===== src/rtl/logic_pipe.sv =====
// One-stage pipelined bitwise logic unit with valid/ready handshake and an XOR-accumulate checksum mode.
// Optional even-parity output on the result is enabled by defining LOGIC_PIPE_PARITY_EN.
module logic_pipe #(
   parameter int unsigned WIDTH = 32,
   parameter int unsigned CNT_W = 8
) (
   input  logic             clk,
   input  logic             rst,
   input  logic             in_valid,
   output logic             in_ready,
   input  logic [2:0]       op,
   input  logic             first,
   input  logic             last,
   input  logic [WIDTH-1:0] A,
   input  logic [WIDTH-1:0] B,
   output logic             out_valid,
   input  logic             out_ready,
   output logic [WIDTH-1:0] res,
   output logic [CNT_W-1:0] beats
`ifdef LOGIC_PIPE_PARITY_EN
   ,
   output logic             parity
`endif
);

   localparam int unsigned OP_W = 3;
   localparam logic [OP_W-1:0] OP_AND  = 3'b000;
   localparam logic [OP_W-1:0] OP_OR   = 3'b001;
   localparam logic [OP_W-1:0] OP_XOR  = 3'b010;
   localparam logic [OP_W-1:0] OP_NOR  = 3'b011;
   localparam logic [OP_W-1:0] OP_XNOR = 3'b100;
   localparam logic [OP_W-1:0] OP_ANDN = 3'b101;
   localparam logic [OP_W-1:0] OP_ACC  = 3'b110;
   localparam logic [CNT_W-1:0] CNT_MAX = {CNT_W{1'b1}};
   localparam logic [CNT_W-1:0] CNT_ONE = CNT_W'(1);

   typedef enum logic {
      IDLE  = 1'b0,
      ACCUM = 1'b1
   } state_t;

   state_t           state, state_nxt;
   logic [WIDTH-1:0] acc, acc_nxt;
   logic [CNT_W-1:0] count, count_nxt;
   logic [WIDTH-1:0] res_nxt;
   logic [CNT_W-1:0] beats_nxt;
   logic             valid_nxt;

   logic             accept;
   logic             consume;
   logic             restart;
   logic [WIDTH-1:0] acc_base;
   logic [WIDTH-1:0] acc_fold;
   logic [CNT_W-1:0] cnt_inc;
   logic [WIDTH-1:0] logic_res;

   assign in_ready = !out_valid || out_ready;
   assign accept   = in_valid && in_ready;
   assign consume  = out_valid && out_ready;

   // An accumulate beat starts fresh when no accumulation is open or first is set.
   assign restart  = (state == IDLE) || first;
   assign acc_base = restart ? '0 : acc;
   assign acc_fold = acc_base ^ A ^ B;
   assign cnt_inc  = restart ? CNT_ONE
                   : ((count == CNT_MAX) ? count : count + CNT_ONE);

   always_comb begin
      logic_res = '0;
      case (op)
         OP_AND:  logic_res = A & B;
         OP_OR:   logic_res = A | B;
         OP_XOR:  logic_res = A ^ B;
         OP_NOR:  logic_res = ~(A | B);
         OP_XNOR: logic_res = ~(A ^ B);
         OP_ANDN: logic_res = A & ~B;
         default: logic_res = '0;
      endcase
   end

   // Next-state and next-output decode; plain ops leave the accumulator untouched.
   always_comb begin
      state_nxt = state;
      acc_nxt   = acc;
      count_nxt = count;
      res_nxt   = res;
      beats_nxt = beats;
      valid_nxt = consume ? 1'b0 : out_valid;
      if (accept) begin
         if (op == OP_ACC) begin
            if (last) begin
               res_nxt   = acc_fold;
               beats_nxt = cnt_inc;
               valid_nxt = 1'b1;
               acc_nxt   = '0;
               count_nxt = '0;
               state_nxt = IDLE;
            end else begin
               acc_nxt   = acc_fold;
               count_nxt = cnt_inc;
               state_nxt = ACCUM;
            end
         end else begin
            res_nxt   = logic_res;
            beats_nxt = CNT_ONE;
            valid_nxt = 1'b1;
         end
      end
   end

   always_ff @(posedge clk or posedge rst) begin
      if (rst) begin
         state     <= IDLE;
         acc       <= '0;
         count     <= '0;
         res       <= '0;
         beats     <= '0;
         out_valid <= 1'b0;
      end else begin
         state     <= state_nxt;
         acc       <= acc_nxt;
         count     <= count_nxt;
         res       <= res_nxt;
         beats     <= beats_nxt;
         out_valid <= valid_nxt;
      end
   end

`ifdef LOGIC_PIPE_PARITY_EN
   // Parity follows res, so it holds under backpressure along with it.
   always_ff @(posedge clk or posedge rst) begin
      if (rst) begin
         parity <= 1'b0;
      end else begin
         parity <= ^res_nxt;
      end
   end
`endif

endmodule


===== config.mk =====
export PLATFORM = sky130hd
export DESIGN_NAME = logic_pipe
export DESIGN_NICKNAME = d
export VERILOG_FILES = /design/src/rtl/logic_pipe.sv
export SDC_FILE = /design/constraint.sdc
export NUM_CORES = 1
export LEC_CHECK = 0
export ABC_CLOCK_PERIOD_IN_PS = 3400
export CORE_MARGIN = 1
export CORE_UTILIZATION = 55
export DETAILED_ROUTE_END_ITERATION = 12
export PLACE_DENSITY = 0.82
export SETUP_SLACK_MARGIN = 0.3
export SLEW_MARGIN = 20
export SYNTH_ARGS = -nofsm -noshare
export SYNTH_HDL_FRONTEND = slang
export SYNTH_SLANG_ARGS = --single-unit

===== constraint.sdc =====
create_clock -name clk -period 3.4 [get_ports clk]
set_input_delay 0.68 -clock clk [delete_from_list [all_inputs] [get_ports clk]]
set_output_delay 0.68 -clock clk [all_outputs]
set_load 0.02 [all_outputs]

# After elaboration in Yosys (flattened, before gate mapping)
# Index checks and enable logic that the tools add are counted.
[totals] ff_bits=82 input_bits=73 output_inout_bits=42 word_cells=48
[classes] add_sub_neg=1 n_eq_ne=8 n_mux=15 bitwise_logic=10 reduce_logical=8
[op_table] cell="$pmux W32 S6" count=1
[op_table] cell="$mux W32" count=4
[op_table] cell="$not A32 Y32" count=3
[op_table] cell="$xor A32 B32 Y32" count=3
[op_table] cell="$and A32 B32 Y32" count=2
[op_table] cell="$mux W8" count=5
[op_table] cell="$or A32 B32 Y32" count=1
[op_table] cell="$eq A3 B3 Y1 const B" count=3
[op_table] cell="$add A8 B1 Y8 const B" count=1
[op_table] cell="$eq A8 B8 Y1 const B" count=1
[op_table] cell="$eq A3 B2 Y1 const B" count=2
[op_table] cell="$mux W1" count=5
[op_table] cell="$reduce_and A2 Y1" count=2
[op_table] cell="$eq A3 B1 Y1 const B" count=1
[op_table] cell="$logic_not A3 Y1" count=1
[op_table] cell="$logic_and A1 B1 Y1" count=2
[op_table] cell="$logic_or A1 B1 Y1" count=2
[op_table] cell="$ne A2 B2 Y1 const B" count=1
[op_table] cell="$logic_not A1 Y1" count=1
[op_table] cell="$not A1 Y1" count=1

# Logic depth before layout (Yosys ltp)
[logic_depth] word_depth=7 ltp_mapped=7 ltp_nobuf=6

# Worst setup path after synthesis
# Ideal clock, no wire load.
[synth_timing] kind="input-to-reg" from="in out_ready" to="reg res[29]" setup_time_ps=133 t_arrival_ps=1740 t_required_ps=3267 setup_slack_ps=1526 path_stages=6 n_path_buf=1 cell_sequence="and2b_2 -> inv_2 -> nand3_2 -> buf_2 -> a22oi_1 -> o211ai_1"
[synth_between] elab_chain_len=3
[synth_lines] item="from (decl)" line_no="17" rtl="input logic out_ready,"
[synth_lines] item="$logic_or A1 B1 Y1" line_no="57" rtl="assign in_ready = !out_valid || out_ready;"
[synth_lines] item="named net in_ready" line_no="10" rtl="output logic in_ready,"
[synth_lines] item="$logic_and A1 B1 Y1" line_no="58" rtl="assign accept = in_valid && in_ready;"
[synth_lines] item="$reduce_and A2 Y1 (no source line)"
[synth_lines] item="to (signal assigned)" line_no="123" rtl="res <= res_nxt;"
[synth_lines] item="to (decl)" line_no="18" rtl="output logic [WIDTH-1:0] res,"
# The timed path passes the listed nets, and every way through them passes these cells.
# A chain may end at the register's enable or synchronous reset.

# Final worst setup path
[layout_timing] from="in out_ready" to="out in_ready"
[layout_between] elab_chain_len=1
[layout_lines] item="$logic_or A1 B1 Y1" line_no="57"
[layout_lines] item="to (decl)" line_no="10"
# No other way between the ends.

==> summary by stage <==
Status
The run finished with clean final reports.

Synth
The cell count after synthesis is 854. The summed instance area of the synthesized netlist is 7234 sq um. After synthesis, the cell types taking the most area are sky130_fd_sc_hd__dfrtp_1 (28%), sky130_fd_sc_hd__xnor2_1 (10%), sky130_fd_sc_hd__ha_1 (5.7%). The biggest area contributor in the post-synthesis netlist is sky130_fd_sc_hd__dfrtp_1. The synthesized netlist net count is 960. The most used flip-flop cell after synthesis is sky130_fd_sc_hd__dfrtp_1.

The synthesized design contains 82 register bits. Of the post-synthesis cell area, the dominant cell type holds 0.2836. The synthesized design contains 0 enable-type register cells. The total number of yosys warnings is 0. The count of distinct cell types in the synthesized netlist is 59. Dividing the synthesized area by the synthesized cell count gives 8.471 sq um. The share of the Yosys chip area taken by registers is 0.2836.

The async set-reset flop share out of synthesis is 1.000.

Routing
The detail route stage leaves a number of antenna-violating nets equal to 0. Summing over every cut layer, the via total after detailed routing is 6,645. After detailed routing, the number of vias per cell comes to 5.965. The number of iterations in the first detailed-routing pass is 6. Summed over all layers, the routed wires come to 19,210 um. The first routing iteration left 442 violations. The remaining design rule violation count is 0.

The routed length per placed instance is 17.24 um.

Global routing
The total grt overflow is 0. Entering global routing, the biggest net connects 54 pins. The initial antenna violation count is 0.

The first global-routing pass estimated 31,210 um of wire. For this run, the total global-route usage over all layers was measured as 0.2938. The number of global-route vias before repair was 6,345.

Worst setup path
The category of cells accounting for the largest share of critical-path delay is buffers and inverters. The worst setup path is of the in2out kind. The critical path goes through clkdlybuf4s50_1 > and2b_2 > inv_2 > clkdlybuf4s50_1. Following the worst setup path forward leads to its endpoint at in_ready. The arrival time at the worst endpoint is 2.20 ns. The startpoint type of the worst setup path is an input port.

The number of cells on the worst reg-to-reg path is 6. The endpoint identified for the worst register-to-register timing path is acc[19]$_DFFE_PP0P_. The most frequent cell on the critical path is sky130_fd_sc_hd__clkdlybuf4s50_1. The required time of the critical path is 2.72 ns.

The slack of the worst reg-to-reg path is 1.42 ns. The kind of capture point of the worst setup path is a primary output. The start point of the critical path is out_ready.

The worst register-to-register path begins at out_valid$_DFF_PP0_. On the critical path, the stage with the largest delay is an instance of sky130_fd_sc_hd__clkdlybuf4s50_1. The buffering stage count on the worst path with inverters included is 3. Of all nets on the critical path, the largest fanout is 6. The critical path runs through a total of 4 cells.

On the worst path, the slowest cell contributes a delay of 0.63 ns.

STA
The number of max-slew violations in the final report was 0. The ratio of final minimum period to clock period is 0.8471. At the pin with the least slew margin, the transition time is 0.8281 ns. Setup violations remaining at the end of the flow were counted as 0. The clock arrives with 0.007809 ns of skew. The worst path needs 2.880 ns of the cycle, external delays included. The highest achievable clock rate is 347.2 MHz. The final setup TNS is 0 ns.

The count of endpoints failing hold in the final timing report was 0. Setup repair after global routing left no endpoint under its margin. The worst pin sits at a relative slew slack of 0.4479.

The tightest hold path in the finished design has a slack of 0.4802 ns.

Place
The total half-perimeter wirelength after legalization and detailed placement is 13,100 um. The weighted congestion at the end of routability-driven global placement is 0.8645. The placed instances occupy a cell area of 8474 sq um. The number of cells in the design after placement is 1,098.

Input and output buffers added on the ports amount to 114.

Floorplan
Pin placement for this block handled 115 I/O pins. From left edge to right edge, the die measures 116.7 um. The die covers 13,620 sq um. After floorplanning, the core was sized to cover 12,720 sq um. The floorplan die height is 116.7 um. The floorplan has 41 rows. The initial utilization of the core area, before any placement, comes to 0.5686.

Layout
The diode insertion count for antenna repair is 0. The layout has 1,052 filler cells. The layout-stage area growth over the synthesis result is 21.12%. Registers take 2052 sq um. Summing all multi-input logic gate instances after layout gives 4529 sq um. With fillers left out, the area of the finished cells amounts to 8762 sq um. The filler-free cell count of the finished design is 1,114. In the final layout, the share of cells above drive strength 1 is 0.07431. The final-stage net count is 1,043.

Clock network
The total clock sinks is 82. The number of hold-repair buffers added at the cts stage is 0. The CTS tree is yes. Clock-pin slew was measured on the worst setup and hold paths at 0.06 ns. In this run the number of H-tree levels came out at 3. Gates resized during post-CTS repair numbered 0. No sink is reached through more buffers than the 2 on the longest clock path. In this run the clock root is driven by a sky130_fd_sc_hd__clkbuf_16. Buffers added to address setup during post-CTS repair amount to 0. Counting the buffers created by CTS gives 9. The source-to-sink clock delay at the later pin of the worst-skew pair is 0.34 ns.

Hold path
In this run the worst hold path is classified as reg2reg.

Power and ir drop
Power comes to 3.557 mW. The power density relative to cell area is 405.9 nW/um^2. The leakage power of the design is 3.747 nW. Across the VDD grid, the largest voltage drop is 0.3120 mV.

Run
Max-cap violations in this run came to 0.
## worst reg2reg max path, delay by kind of cell (launching register included)
family	cells	cell delay [ns]
flops	1	0.37
simple gates	2	0.63
buf+inv	2	0.58
compound gates	2	0.35
## final cells by class
class | instances | share of cell area
inverter | 82 | 0.03527
tap | 172 | 0.02456
clock buffer | 10 | 0.02727
sequential | 82 | 0.2342
clock inverter | 6 | 0.005569
timing repair buffer | 135 | 0.1562
multi-input combinational | 627 | 0.5169
## flip-flops by register name (all words and copies together), names as in the netlist
name / cells
res: 32
count: 8
beats: 8
out_valid: 1
acc: 32
state: 1
## Yosys cell counts (all sizes together), types with 5 or more instances
master,instances
xnor2,85
dfrtp,82
inv,82
nand2,68
o21ai,53
a21oi,50
nor2,45
o211ai,44
a22oi,43
buf,42
ha,33
nand3b,32
a22o,30
clkbuf,21
mux2i,20
xor2,19
nor4,15
a2bb2oi,14
and3,14
a221oi,13
nor3,6
or2,6
nand3,5
## metrics by stage
step	utilization	setup WS, ns
2_1_floorplan	-	0.6116
3_3_place_gp	0.6661	0.5082
3_5_place_dp	0.6661	0.4696
4_1_cts	0.6887	0.5191
5_1_grt	0.6887	0.4751
6_report	0.6887	0.5199
## worst min path at each step
stage / startpoint / endpoint / depth (start not counted)
2_1_floorplan: acc[26]$_DFFE_PP0P_ / acc[26]$_DFFE_PP0P_ / 2
3_3_place_gp: beats[1]$_DFFE_PP0P_ / beats[1]$_DFFE_PP0P_ / 2
3_5_place_dp: beats[1]$_DFFE_PP0P_ / beats[1]$_DFFE_PP0P_ / 2
4_1_cts: beats[1]$_DFFE_PP0P_ / beats[1]$_DFFE_PP0P_ / 2
5_1_grt: beats[5]$_DFFE_PP0P_ / beats[5]$_DFFE_PP0P_ / 1
6_report: beats[1]$_DFFE_PP0P_ / beats[1]$_DFFE_PP0P_ / 2
## cells by family after synthesis
family / Yosys count / share of synthesized area
compound gates: 263 / 0.2542
fa+ha+maj: 33 / 0.05707
buf+inv: 145 / 0.09132
simple gates: 206 / 0.1586
flops: 82 / 0.2836
mux: 21 / 0.02923
xor+xnor: 104 / 0.1259
## layout by cell type (no fill, tap or decap), types with 2 or more instances in the layout
master                              n
sky130_fd_sc_hd__o211ai_1          44
sky130_fd_sc_hd__a21o_1             3
sky130_fd_sc_hd__inv_2              3
sky130_fd_sc_hd__nand3_1            2
sky130_fd_sc_hd__a31oi_1            3
sky130_fd_sc_hd__nand2b_1           3
sky130_fd_sc_hd__a221oi_2           7
sky130_fd_sc_hd__nand3_2            3
sky130_fd_sc_hd__inv_6              2
sky130_fd_sc_hd__a2bb2oi_1         14
sky130_fd_sc_hd__nand3b_1          31
sky130_fd_sc_hd__a21oi_1           50
sky130_fd_sc_hd__nor2_1            45
sky130_fd_sc_hd__mux2i_1           20
sky130_fd_sc_hd__or2_2              6
sky130_fd_sc_hd__clkinvlp_4         3
sky130_fd_sc_hd__buf_12             6
sky130_fd_sc_hd__nor4_1            13
sky130_fd_sc_hd__clkdlybuf4s50_1  113
sky130_fd_sc_hd__nand2_1           68
sky130_fd_sc_hd__inv_1             78
sky130_fd_sc_hd__a32o_1             2
sky130_fd_sc_hd__dfrtp_1           82
sky130_fd_sc_hd__and3_1            14
sky130_fd_sc_hd__o21ai_0           52
sky130_fd_sc_hd__xnor2_1           85
sky130_fd_sc_hd__a22o_1            30
sky130_fd_sc_hd__ha_1              33
sky130_fd_sc_hd__xor2_1            19
sky130_fd_sc_hd__a221oi_1           6
sky130_fd_sc_hd__o21bai_1           2
sky130_fd_sc_hd__buf_4             15
sky130_fd_sc_hd__clkbuf_16          9
sky130_fd_sc_hd__or3_1              3
sky130_fd_sc_hd__nor3_1             4
sky130_fd_sc_hd__a22oi_1           43
## per-layer routing
layer	vias up	share of wire	track usage
li1	3215	-	-
met1	3216	0.46	0.3995
met2	205	0.48	0.5026
met3	9	0.051	0.03269
met4	0	0.0059	0.06582
met5	-	0	0
## report_power, final
| group | switching, mW | leakage (nW) | total, mW | internal, mW |
|---|---|---|---|---|
| combinational | 0.696 | 2.66 | 1.33 | 0.635 |
| clock | 0.426 | 0.132 | 0.947 | 0.521 |
| sequential | 0.152 | 0.957 | 1.28 | 1.13 |
Note: power is estimated with default switching activity, not from simulation.
